$ cat src/rtl/decoder_scan_if.sv
// Bus bundle for decoder_scan: control/select inputs and registered decode outputs.
// The master modport drives the controls; the slave modport (the decoder) drives F/idx/wrap.
interface decoder_scan_if #(
  parameter int unsigned SEL_W   = 2,
  parameter int unsigned DWELL_W = 8
);
  localparam int unsigned N = 2 ** SEL_W;

  logic               en_n;
  logic               mode;
  logic [SEL_W-1:0]   sel;
  logic [DWELL_W-1:0] dwell;
  logic [N-1:0]       F;
  logic [SEL_W-1:0]   idx;
  logic               wrap;

  modport master (
    output en_n, mode, sel, dwell,
    input  F, idx, wrap
  );

  modport slave (
    input  en_n, mode, sel, dwell,
    output F, idx, wrap
  );
endinterface

$ cat src/rtl/decoder_scan.sv
// Active-low N-way decoder with direct-select and auto-scan modes.
// All outputs are registered; scan steps may optionally be separated by one blank cycle.
module decoder_scan #(
  parameter int unsigned SEL_W   = 2,
  parameter int unsigned DWELL_W = 8,
  parameter int unsigned BBM     = 0
) (
  input  logic           clk,
  input  logic           rst_n,
  decoder_scan_if.slave  bus
);
  localparam int unsigned N = 2 ** SEL_W;

  localparam logic [1:0] StIdle   = 2'd0;
  localparam logic [1:0] StDirect = 2'd1;
  localparam logic [1:0] StScan   = 2'd2;

  logic [1:0]         state_q, state_d;
  logic [N-1:0]       f_q, f_d;
  logic [SEL_W-1:0]   idx_q, idx_d;
  logic               wrap_q, wrap_d;
  logic [DWELL_W-1:0] cnt_q, cnt_d;
  logic               blank_q, blank_d;
  logic [SEL_W-1:0]   next_idx;

  function automatic logic [N-1:0] decode(input logic [SEL_W-1:0] i);
    decode = ~(N'(1) << i);
  endfunction

  // Natural wrap of the SEL_W-bit adder takes N-1 back to 0.
  assign next_idx = idx_q + SEL_W'(1);

  always_comb begin
    state_d = state_q;
    f_d     = f_q;
    idx_d   = idx_q;
    wrap_d  = 1'b0;
    cnt_d   = cnt_q;
    blank_d = 1'b0;
    if (bus.en_n) begin
      state_d = StIdle;
      f_d     = '1;
      idx_d   = '0;
      cnt_d   = '0;
    end else if (!bus.mode) begin
      state_d = StDirect;
      f_d     = decode(bus.sel);
      idx_d   = bus.sel;
      cnt_d   = '0;
    end else if (state_q != StScan) begin
      // Fresh scan entry: no wrap pulse even though idx reads 0.
      state_d = StScan;
      f_d     = decode('0);
      idx_d   = '0;
      cnt_d   = '0;
    end else if (blank_q) begin
      idx_d  = next_idx;
      f_d    = decode(next_idx);
      wrap_d = (next_idx == '0);
      cnt_d  = '0;
    end else if (cnt_q >= bus.dwell) begin
      cnt_d = '0;
      if (BBM != 0) begin
        // idx holds during the blank; it moves on the following cycle.
        blank_d = 1'b1;
        f_d     = '1;
      end else begin
        idx_d  = next_idx;
        f_d    = decode(next_idx);
        wrap_d = (next_idx == '0);
      end
    end else begin
      cnt_d = cnt_q + DWELL_W'(1);
    end
  end

  always_ff @(posedge clk or negedge rst_n) begin
    if (!rst_n) begin
      state_q <= StIdle;
      f_q     <= '1;
      idx_q   <= '0;
      wrap_q  <= 1'b0;
      cnt_q   <= '0;
      blank_q <= 1'b0;
    end else begin
      state_q <= state_d;
      f_q     <= f_d;
      idx_q   <= idx_d;
      wrap_q  <= wrap_d;
      cnt_q   <= cnt_d;
      blank_q <= blank_d;
    end
  end

  assign bus.F    = f_q;
  assign bus.idx  = idx_q;
  assign bus.wrap = wrap_q;
endmodule

$ cat src/flat_wrapper.sv
// flat-port wrapper written by rule: the top's interface ports become plain ports
module decoder_scan_flat 
#(
  parameter int unsigned SEL_W   = 2,
  parameter int unsigned DWELL_W = 8,
  parameter int unsigned BBM     = 0
)
  (clk, rst_n, bus_en_n, bus_mode, bus_sel, bus_dwell, bus_F, bus_idx, bus_wrap);
  decoder_scan_if #(.SEL_W(SEL_W), .DWELL_W(DWELL_W)) bus_i ();
  input  logic clk;
  input  logic rst_n;
  input wire logic [$bits(bus_i.en_n)-1:0] bus_en_n;
  input wire logic [$bits(bus_i.mode)-1:0] bus_mode;
  input wire logic [$bits(bus_i.sel)-1:0] bus_sel;
  input wire logic [$bits(bus_i.dwell)-1:0] bus_dwell;
  output wire logic [$bits(bus_i.F)-1:0] bus_F;
  output wire logic [$bits(bus_i.idx)-1:0] bus_idx;
  output wire logic [$bits(bus_i.wrap)-1:0] bus_wrap;
  assign bus_i.en_n = bus_en_n;
  assign bus_i.mode = bus_mode;
  assign bus_i.sel = bus_sel;
  assign bus_i.dwell = bus_dwell;
  assign bus_F = bus_i.F;
  assign bus_idx = bus_i.idx;
  assign bus_wrap = bus_i.wrap;
  decoder_scan #(.SEL_W(SEL_W), .DWELL_W(DWELL_W), .BBM(BBM)) u_core (.clk(clk), .rst_n(rst_n), .bus(bus_i));
endmodule
$ cat config.mk
export PLATFORM = sky130hd
export DESIGN_NAME = decoder_scan_flat
export DESIGN_NICKNAME = d
export VERILOG_FILES = /design/src/rtl/decoder_scan_if.sv /design/src/rtl/decoder_scan.sv /design/src/flat_wrapper.sv
export SDC_FILE = /design/constraint.sdc
export NUM_CORES = 1
export LEC_CHECK = 0
export CORE_MARGIN = 4
export CORE_UTILIZATION = 30
export DETAILED_ROUTE_END_ITERATION = 10
export PLACE_DENSITY = 0.51
export SETUP_SLACK_MARGIN = 0.5
export SLEW_MARGIN = 20
export SYNTH_ARGS = -nofsm -noshare
export SYNTH_HDL_FRONTEND = slang
export SYNTH_SLANG_ARGS = --single-unit
$ cat constraint.sdc
create_clock -name clk -period 2 [get_ports clk]
set_input_delay 0.2 -clock clk [delete_from_list [all_inputs] [get_ports clk]]
set_output_delay 0.2 -clock clk [all_outputs]
set_load 0.01 [all_outputs]
Word level (Yosys, flattened, before mapping)
Index checks and enable logic that the tools add are counted.
{ "op_classes": {"add_sub_neg": 2, "n_lt_le_gt_ge": 1, "n_eq_ne": 3, "shift": 2, "mux": 19, "n_bitwise": 2, "reduce_logical": 1} }
{ "op_table": {"columns": ["op", "n"], "rows": [
  ["$mux W8", 4],
  ["$mux W4", 4],
  ["$mux W2", 7],
  ["$add A8 B1 Y8 const B", 1],
  ["$ge A8 B8 Y1", 1],
  ["$not A4 Y4", 2],
  ["$shl A1 B2 Y4 const A", 2],
  ["$mux W1", 4],
  ["$ne A4 B2 Y1 const B", 1],
  ["$ne A3 B2 Y1 const B", 1],
  ["$add A2 B1 Y2 const B", 1],
  ["$logic_not A2 Y1", 1],
  ["$ne A2 B2 Y1 const B", 1]
]} }
{ "word_totals": {"regBits": 17, "out_inout_bits": 7, "word_cells": 35} }

Longest topological paths before layout
Gate-level depths: netlist of the first run.
{ "logic_depth": {"ltp_word": 7, "mapped_depth": 9, "ltp_nobuf": 7} }

Worst setup path after synthesis of the first run
No wires, ideal clock.
{ "synth_path": {"path_type": "register to register", "start": "register u_core.cnt_q[2]", "end": "register u_core.f_q[3] (netlist: u_core.bus.F[3])", "setup_ps": 82, "arrival_ps": 2023, "required_ps": 1918, "slack_ps": -105, "path_stages_with_launch": 9, "path_buffers": 2, "period_less_slack_ps": 2105, "path_cell_list": "dfrtp_1 ha_1 or4_1 a21oi_1 o31ai_1 or2_1 buf_6 buf_6 mux2_4"} }
{ "synth_between": {"elab_chain_len": 2} }
{ "synth_rtl": {"columns": ["item", "line_no", "text"], "rows": [
  ["start: declaration", "decoder_scan.sv:22", "logic [DWELL_W-1:0] cnt_q, cnt_d;"],
  ["start signal: assignment", "decoder_scan.sv:90", "cnt_q <= cnt_d;"],
  ["$ge A8 B8 Y1", "decoder_scan.sv:61", "end else if (cnt_q >= bus.dwell) begin"],
  ["$ne A4 B2 Y1 (no line)", null, null],
  ["end signal: assignment", "decoder_scan.sv:80", "f_q <= '1;"],
  ["end signal: assignment", "decoder_scan.sv:87", "f_q <= f_d;"],
  ["end: declaration", "decoder_scan.sv:19", "logic [N-1:0] f_q, f_d;"]
]} }
Every way passes these cells.
A chain may end at the register's enable or synchronous reset.

Worst setup path in the final report of the first run
{ "layout_path": {"start": "input bus_dwell[1]", "end": "register u_core.idx_q[0] (netlist: u_core.bus.idx[0])"} }
{ "layout_between": {"elab_chain_len": 2} }
{ "layout_rtl": {"columns": ["item", "line_no", "text"], "rows": [
  ["start: declaration", "flat_wrapper.sv:15", "input wire logic [$bits(bus_i.dwell)-1:0] bus_dwell;"],
  ["$ge A8 B8 Y1", "decoder_scan.sv:61", null],
  ["$ne A4 B2 Y1 (no line)", null, null],
  ["end signal: assignment", "decoder_scan.sv:88", "idx_q <= idx_d;"],
  ["end: declaration", "decoder_scan.sv:20", "logic [SEL_W-1:0] idx_q, idx_d;"]
]} }
Every way passes these cells.

==> results of run 1 <==
==> cells in the mapped netlist, drive strengths merged, types with 2 or more instances <==
library cell | count | area [µm²]
a21oi | 4 | 20.0
and3 | 3 | 18.8
buf | 2 | 22.5
dfrtp | 13 | 325
dfstp | 4 | 105
ha | 13 | 163
inv | 11 | 41.3
mux2 | 5 | 60.1
nand2 | 2 | 7.51
nand3 | 6 | 30.0
nor2 | 14 | 52.6
o21ai | 2 | 10.0
or2 | 2 | 12.5
xor2 | 5 | 43.8
==> critical path, stage by stage <==
cell and delay, ns:
clkdlybuf4s50_1 0.46, inv_1 0.04, ha_2 0.16, or4_4 0.54
a21oi_4 0.16, o31ai_4 0.08, or2_4 0.29, mux2_4 0.30
==> metrics by stage <==
stage | setup slack [ns] | std cells | cell area, µm² | total power [mW] | hold WS (ns)
2_1_floorplan | -0.0917 | 99 | 1020 | 0.406 | -0.0956
3_3_place_gp | -0.391 | 172 | 1330 | 0.465 | 0.541
3_5_place_dp | -0.438 | 172 | 1330 | 0.466 | 0.542
4_1_cts | -0.0221 | 177 | 1390 | 0.651 | 0.223
5_1_grt | -0.0815 | 179 | 1440 | 0.693 | 0.225
6_report | -0.0518 | 179 | 1440 | 0.646 | 0.221
==> cells in the final DEF, fill, tap and decap left out, types with 2 or more instances in the layout <==
| cell type | n |
|---|---|
| a21oi_1 | 2 |
| a21oi_4 | 2 |
| and3_1 | 3 |
| buf_4 | 13 |
| clkbuf_4 | 3 |
| clkdlybuf4s50_1 | 15 |
| dfrtp_1 | 13 |
| dfstp_2 | 4 |
| dlygate4sd2_1 | 4 |
| ha_1 | 10 |
| ha_2 | 3 |
| inv_1 | 11 |
| mux2_2 | 3 |
| mux2_4 | 2 |
| nand2_1 | 2 |
| nand3_1 | 6 |
| nor2_1 | 14 |
| o21ai_0 | 2 |
| xor2_1 | 5 |
==> where the power goes <==
part	leakage, nW	internal (mW)	total (mW)	switching (mW)
clock	0.0150	0.0774	0.179	0.102
combinational	0.453	0.0611	0.106	0.0451
sequential	0.220	0.355	0.361	0.00567
total	0.688	0.494	0.646	0.153
==> how the worst max path moves through the flow <==
stage / start / to / slack [ns] / cells after the start
global placement: bus_dwell[1] / u_core.bus.idx[0]$_DFFE_PN0P_ / -0.39 / 8
CTS: u_core.cnt_q[1]$_DFF_PN0_ / u_core.bus.idx[0]$_DFFE_PN0P_ / -0.02 / 6
global route: u_core.cnt_q[1]$_DFF_PN0_ / u_core.bus.idx[0]$_DFFE_PN0P_ / -0.08 / 6
floorplan: u_core.cnt_q[2]$_DFF_PN0_ / u_core.bus.F[3]$_DFFE_PN1P_ / -0.09 / 8
finish: bus_dwell[1] / u_core.bus.idx[0]$_DFFE_PN0P_ / -0.05 / 8
detailed placement: bus_dwell[2] / u_core.bus.idx[0]$_DFFE_PN0P_ / -0.44 / 8
==> area by class of cell <==
type                            count  share of cell area
Multi-Input combinational cell     69               0.402
Sequential cell                    17               0.300
Timing Repair Buffer               34               0.213
Tap cell                           44              0.0383
Inverter                           11              0.0287
Clock buffer                        4              0.0183
==> sequential cells by signal, summed over array words and instances, names as in the netlist <==
| signal | count |
|---|---|
| u_core.bus.wrap | 1 |
| u_core.cnt_q | 8 |
| u_core.state_q | 2 |
| u_core.bus.F | 4 |
| u_core.bus.idx | 2 |
==> cell families after synthesis <==
| group | synth area share |
|---|---|
| AOI/OAI and AO/OA | 0.0767 |
| xor gates and xnor gates | 0.0519 |
| adders and majority gates | 0.161 |
| buffers and inverters | 0.0630 |
| DFF | 0.425 |
| muxes | 0.0692 |
| and+or+nand+nor | 0.153 |
==> metal layers <==
| metal | GRT usage | share of wire | up-vias |
|---|---|---|---|
| met5 | 0 | 0 | - |
| met4 | 0.0457 | 0.0066 | 0 |
| met3 | 0.0221 | 0.054 | 2 |
| met2 | 0.178 | 0.51 | 17 |
| met1 | 0.117 | 0.43 | 373 |
| li1 | - | - | 403 |
==> timing repair <==
item,CTS,global route
resized for setup,11,6
endpoints found under the setup margin,20,17
setup buffers,1,2
pin swaps,3,3
==> impl_metrics.tcl, run 1 <==
set metrics [dict create \
    run_status "finished, violations left" \
    violations "setup timing" \
    via_count 795 \
    grt-ovfl-total 0 \
    layout.nets 163 \
    synth_flop_cell "dfrtp_1" \
    grt_max_degree 18 \
    ant_nets 0 \
    critPathRequiredTime_ns 2.18 \
    final.setup.worst_slack_ns -0.0518 \
    multi_input_area_um2 577 \
    drv_slew 0 \
    syn_nets 126 \
    cp-end-kind "register" \
    clock_path_buffers 2 \
    cts_buffers 3 \
    cp_data_arrival_time_ns 2.23 \
    fill_cells 323 \
    clk_latency_ns 0.28 \
    power.leakage_nw 0.688 \
    wl_mm 1.96 \
    grt_pass1_vias 857 \
    finalSetupViolations 2 \
    fin_tns_setup_ns -0.0594 \
    power_per_cell_area_nw_per_um2 450 \
    avgViaCountPerCell 4.44 \
    cts_num_sinks 17 \
    die_y_um 66.1 \
    crit_type "in2reg" \
    hold_class "in2async" \
    gp_congestion 0.797 \
    synthesis.area_um2 1010 \
    antenna_found_initial 0 \
    diodes 0 \
    start_kind "primary input" \
    r2r_cells 6 \
    cts_hold_buf 0 \
    rsz0062_at_grt "true" \
    drive_gt1_frac 0.267 \
    regToRegSetupSlack_ns -0.04 \
    final_core_util 0.459 \
    seq_area_um2 430 \
    drc 0 \
    yosys_warnings 0 \
    relSlewSlack 0.817 \
    detail_route.first_pass.iterations 4 \
    r2r-end "u_core.bus.idx[0]$_DFFE_PN0P_" \
    critical_path.max_fanout 7 \
    io_pins 21 \
    worst_pin_slew_ns 0.274 \
    fp.dieW_um 66.1 \
    cts.clk_slew.worst_paths_ns 0.10 \
    layout_min_cycle_time_ns 2.05 \
    syn_avg_cell_area_um2 10.2 \
    maxCapViolCount 0 \
    ys_seq_area_frac 0.425 \
    synthArstFlopShare 1.00 \
    port_buffers 20 \
    cts_root_buf "clkbuf_4" \
    dp_hpwl_mm 1.51 \
    finClkSkew_ns 0.00585 \
    coreArea_um2 3130 \
    ir_drop_mv 0.270 \
    dieArea_um2 4370 \
    min_period_over_period 1.03 \
    area_growth_pct 41.9 \
    reg2reg_from "u_core.cnt_q[1]$_DFF_PN0_" \
    htreeDepth 1 \
    grt_util_all_layers 0.102 \
    drt-wirelength-per-cell_um 10.9 \
    ys_ff_latch 17 \
    hold_viol 0 \
    dr.first_iter.drc_count 16 \
    synth_cell_types 30 \
    rows 20 \
    cts_tree "yes" \
    start_util 0.324 \
    max_freq_mhz 487 \
    grt_pass1_wl_mm 3.48 \
    synth_edf_count 0 \
    synthCells 99 \
]
Power figures use the tool's default switching activity.
==> run 2, diff against run 1 <==
- CORE_MARGIN: 4 -> 3
- CTS_BUF_LIST: default -> sky130_fd_sc_hd__clkbuf_4
- GPL_TIMING_DRIVEN: default -> 1
==> impl_metrics.tcl, run 2 (synthesis gave the netlist of run 1 again) <==
set metrics [dict create \
    finalSetupViolations 1 \
    power.leakage_nw 0.688 \
    placed_cell_area_um2 1330 \
    finClkSkew_ns 0.00540 \
    cts_num_sinks 17 \
    seq_area_um2 430 \
    max_freq_mhz 499 \
    busiest_layer "met2" \
    drc 0 \
    top_register "u_core.cnt_q" \
    hold_class "in2async" \
    dr.first_iter.drc_count 6 \
    rows 20 \
    io_pins 21 \
    htreeDepth 1 \
    cp_data_arrival_time_ns 2.19 \
    grt_util_all_layers 0.106 \
    start_kind "primary input" \
    antenna_found_initial 0 \
    critPathRequiredTime_ns 2.19 \
    critical_path.max_fanout 7 \
    run_status "finished, violations left" \
    layout_min_cycle_time_ns 2.00 \
    hold_viol 0 \
    ir_drop_mv 0.300 \
    dieArea_um2 4110 \
    violations "setup timing" \
    layout_common_cells "clkdlybuf4s50_1, nor2_1, buf_4, dfrtp_1, inv_1" \
    cts.clk_slew.worst_paths_ns 0.10 \
    relSlewSlack 0.809 \
    ant_nets 0 \
    fp.dieW_um 64.1 \
    largest_reg_flops 8 \
    via_count 788 \
    diodes 0 \
    grt_pass1_vias 812 \
    gr-usage-met3 0.0211 \
    final_core_util 0.448 \
    grt_pass1_wl_mm 3.39 \
    grt_use_met2 0.173 \
    fill_cells 318 \
    grt-ovfl-total 0 \
    cts_tree "yes" \
    area_growth_pct 38.6 \
    wl_mm 1.88 \
    drive_gt1_frac 0.269 \
    critPathSlowestCell "or4_4" \
    clock_path_buffers 2 \
    critical_path.max_stage_delay_ns 0.53 \
    rsz0062_at_grt "true" \
    power_per_cell_area_nw_per_um2 469 \
    dp_hpwl_mm 1.47 \
    critPathTopFamily "simple AND/OR/NAND/NOR gates" \
    grt_max_degree 18 \
    crit_type "in2reg" \
    multi_input_area_um2 551 \
    min_period_over_period 1.00 \
    port_buffers 20 \
    final_cell_area_um2 1400 \
    avgViaCountPerCell 4.43 \
    coreArea_um2 3130 \
    worst_pin_slew_ns 0.284 \
    drv_slew 0 \
    cts_buffers 3 \
    final.setup.worst_slack_ns -0.00385 \
    critPathBufInv 2 \
    cts_root_buf "clkbuf_4" \
    gp_congestion 0.768 \
    detail_route.first_pass.iterations 2 \
    layout_commonest_cell "clkdlybuf4s50_1" \
    cp-end-kind "register" \
    maxCapViolCount 0 \
    pre_cts_ws_ns -0.431 \
    drt-wirelength-per-cell_um 10.5 \
    die_y_um 64.1 \
    layout.nets 162 \
    clk_latency_ns 0.29 \
    start_util 0.324 \
    path_cells "clkdlybuf4s50_1, inv_1, ha_2, or4_4, a21oi_2, o31ai_2, or2_4, mux2_4" \
    gr-usage-met1 0.129 \
]
run 2: cell count changes in the layout (fill, tap and decap cells not counted), sizes merged:
cell	before	now
buf	14	13
run 2: worst reg2reg max path, delay by kind of cell, from the launching register on:
| family | cells | cell delay (ns) |
|---|---|---|
| compound gates | 2 | 0.22 |
| simple gates | 2 | 0.82 |
| fa+ha+maj | 1 | 0.17 |
| mux | 1 | 0.30 |
| flops | 1 | 0.40 |
run 2: metal layers:
metal	wire [µm]	up-vias
li1	-	400
met1	845	363
met2	880	20
met3	105	5
met4	43	0
met5	0	-
run 2: repair_timing:
item / 4_1_cts / 5_1_grt
resized for setup: 11 / 2
hold buffers: 0 / 0
endpoints found under the setup margin: 20 / 16
setup buffers: 1 / 1
pin swaps: 3 / 2
run 2: layout make-up:
type	instances	share of cell area
inverters	11	0.0294
multi-input cells	69	0.393
flip-flops and latches	17	0.307
clock buffers	4	0.0214
well taps	44	0.0393
repair buffers	33	0.211
run 2: stage by stage:
step	hold slack, ns	setup TNS, ns	cells	power, mW
after floorplan	-0.0956	-0.110	99	0.406
final	0.214	-0.00385	178	0.658
after detailed placement	0.539	-4.76	172	0.466
after global routing	0.220	-0.0937	178	0.705
after CTS	0.215	-0.0226	177	0.669
after global placement	0.540	-4.31	172	0.465
run 2: path summary, 6_finish.rpt:
kind                                      startpoint                             to  slack [ns]  cells after the start
max                                     bus_dwell[1]  u_core.bus.idx[0]$_DFFE_PN0P_      -0.004                      8
max in group asynchronous                      rst_n    u_core.bus.F[0]$_DFFE_PN1P_        1.53                      2
min                                            rst_n  u_core.bus.idx[1]$_DFFE_PN0P_        0.21                      2
min reg2reg                u_core.cnt_q[0]$_DFF_PN0_      u_core.cnt_q[0]$_DFF_PN0_        0.56                      2
max reg2reg                u_core.cnt_q[1]$_DFF_PN0_  u_core.bus.idx[0]$_DFFE_PN0P_      -0.004                      6
min in group clk           u_core.cnt_q[0]$_DFF_PN0_      u_core.cnt_q[0]$_DFF_PN0_        0.56                      2
run 2: power breakdown:
group,total [mW],switching (mW),internal [mW]
Clock,0.197,0.106,0.0912
Sequential,0.360,0.00483,0.355
Combinational,0.101,0.0427,0.0584
Total,0.658,0.153,0.505
==> run 3, diff against run 2 <==
- PLACE_DENSITY: 0.51 -> default
- SKIP_CTS_REPAIR_TIMING: default -> 1
- TNS_END_PERCENT: default -> 30
==> impl_metrics.tcl, run 3 (synthesis gave the netlist of run 1 again) <==
set metrics [dict create \
    avgViaCountPerCell 4.51 \
    rows 20 \
    finalSetupViolations 1 \
    finalPower_mw 0.646 \
    worst_pin_slew_ns 0.301 \
    layout_commonest_cell "clkdlybuf4s50_1" \
    wl_mm 1.99 \
    fp.dieW_um 64.1 \
    hold_class "in2async" \
    grt_pass1_wl_mm 3.55 \
    area_growth_pct 40.5 \
    finClkSkew_ns 0.00706 \
    gp_congestion 0.829 \
    final.setup.worst_slack_ns -0.0173 \
    critPathRequiredTime_ns 2.19 \
    top_register "u_core.cnt_q" \
    layout_common_cells "clkdlybuf4s50_1, dfrtp_1, nor2_1" \
    cts_tree "yes" \
    fin_cells 176 \
    dr.first_iter.drc_count 21 \
    grt_max_degree 18 \
    grt-ovfl-total 0 \
    io_pins 21 \
    violations "setup timing" \
    drt-wirelength-per-cell_um 11.3 \
    diodes 0 \
    start_util 0.324 \
    cts_num_sinks 17 \
    maxCapViolCount 0 \
    clock_path_buffers 2 \
    cts_root_buf "clkbuf_4" \
    dp_hpwl_mm 1.59 \
    start_kind "primary input" \
    crit_type "in2reg" \
    relSlewSlack 0.798 \
    detail_route.first_pass.iterations 4 \
    layout_min_cycle_time_ns 2.02 \
    coreArea_um2 3130 \
    dieArea_um2 4110 \
    largest_reg_flops 8 \
    cts.clk_slew.worst_paths_ns 0.10 \
    cp-end-kind "register" \
    drc 0 \
    drv_slew 0 \
    htreeDepth 1 \
    max_freq_mhz 496 \
    gr-usage-met1 0.125 \
    grt_pass1_vias 874 \
    hold_viol 0 \
    port_buffers 20 \
    dp.cells 172 \
    clk_latency_ns 0.29 \
    die_y_um 64.1 \
    critical_path.max_fanout 7 \
    gr-usage-met3 0.0211 \
    busiest_layer "met2" \
    grt_util_all_layers 0.110 \
    ir_drop_mv 0.307 \
    power.leakage_nw 0.703 \
    antenna_found_initial 0 \
    power_per_cell_area_nw_per_um2 454 \
    run_status "finished, violations left" \
    via_count 794 \
    grt_use_met2 0.200 \
    rsz0062_at_grt "true" \
    ant_nets 0 \
    layout.nets 160 \
    cp_data_arrival_time_ns 2.21 \
    fin_tns_setup_ns -0.0173 \
    cts_buffers 3 \
    drive_gt1_frac 0.265 \
    min_period_over_period 1.01 \
]
-- run 3: cell types whose count changed in the layout (fill, tap and decap cells not counted), sizes merged --
cell | previous run | this run
clkdlybuf4s50 | 15 | 14
dlymetal6s2s | 1 | 6
clkbuf | 4 | 3
buf | 13 | 11
clkinv | 0 | 1
dlygate4sd2 | 4 | 0
-- run 3: through the flow --
stage	util	cell area [µm²]	setup slack, ns	hold WS (ns)
global placement	0.426	1330	-0.412	0.538
finish	0.455	1420	-0.0173	0.215
floorplan	-	1020	-0.0925	-0.0956
CTS	0.435	1360	-0.124	0.214
detailed placement	0.426	1330	-0.429	0.538
global route	0.455	1420	-0.0607	0.223
-- run 3: area by class of cell --
| class | instances | area (µm²) |
|---|---|---|
| Clock inverter | 1 | 5.00 |
| Inverter | 11 | 41.3 |
| Timing Repair Buffer | 31 | 305 |
| Clock buffer | 3 | 22.5 |
| Tap cell | 44 | 55.1 |
| Multi-Input combinational cell | 69 | 563 |
| Fill cell | 330 | 1710 |
| Sequential cell | 17 | 430 |
-- run 3: report_power, final --
| group | switching [mW] | internal (mW) | total (mW) |
|---|---|---|---|
| sequential | 0.00636 | 0.355 | 0.362 |
| combinational | 0.0428 | 0.0589 | 0.102 |
| clock | 0.108 | 0.0744 | 0.182 |
| total | 0.157 | 0.489 | 0.646 |
-- run 3: final timing paths --
| check | depth (start not counted) | startpoint | slack (ns) | endpoint |
|---|---|---|---|---|
| max | 8 | bus_dwell[2] | -0.02 | u_core.bus.idx[0]$_DFFE_PN0P_ |
| min | 2 | rst_n | 0.21 | u_core.bus.idx[1]$_DFFE_PN0P_ |
| max reg2reg | 6 | u_core.cnt_q[2]$_DFF_PN0_ | -0.01 | u_core.bus.idx[0]$_DFFE_PN0P_ |
| min reg2reg | 2 | u_core.cnt_q[0]$_DFF_PN0_ | 0.55 | u_core.cnt_q[0]$_DFF_PN0_ |
| max in group asynchronous | 2 | rst_n | 1.53 | u_core.bus.F[3]$_DFFE_PN1P_ |
| min in group clk | 2 | u_core.cnt_q[0]$_DFF_PN0_ | 0.55 | u_core.cnt_q[0]$_DFF_PN0_ |
-- run 3: critical path, stage by stage --
cell             delay [ns]
clkdlybuf4s50_1        0.45
inv_1                  0.04
ha_2                   0.18
or4_4                  0.50
a21oi_2                0.13
o31ai_2                0.09
or2_4                  0.31
mux2_4                 0.30
-- run 3: routing by layer --
layer	up-vias	share of wire
met4	0	0.0070
li1	397	-
met5	-	0
met3	2	0.062
met2	26	0.52
met1	369	0.41
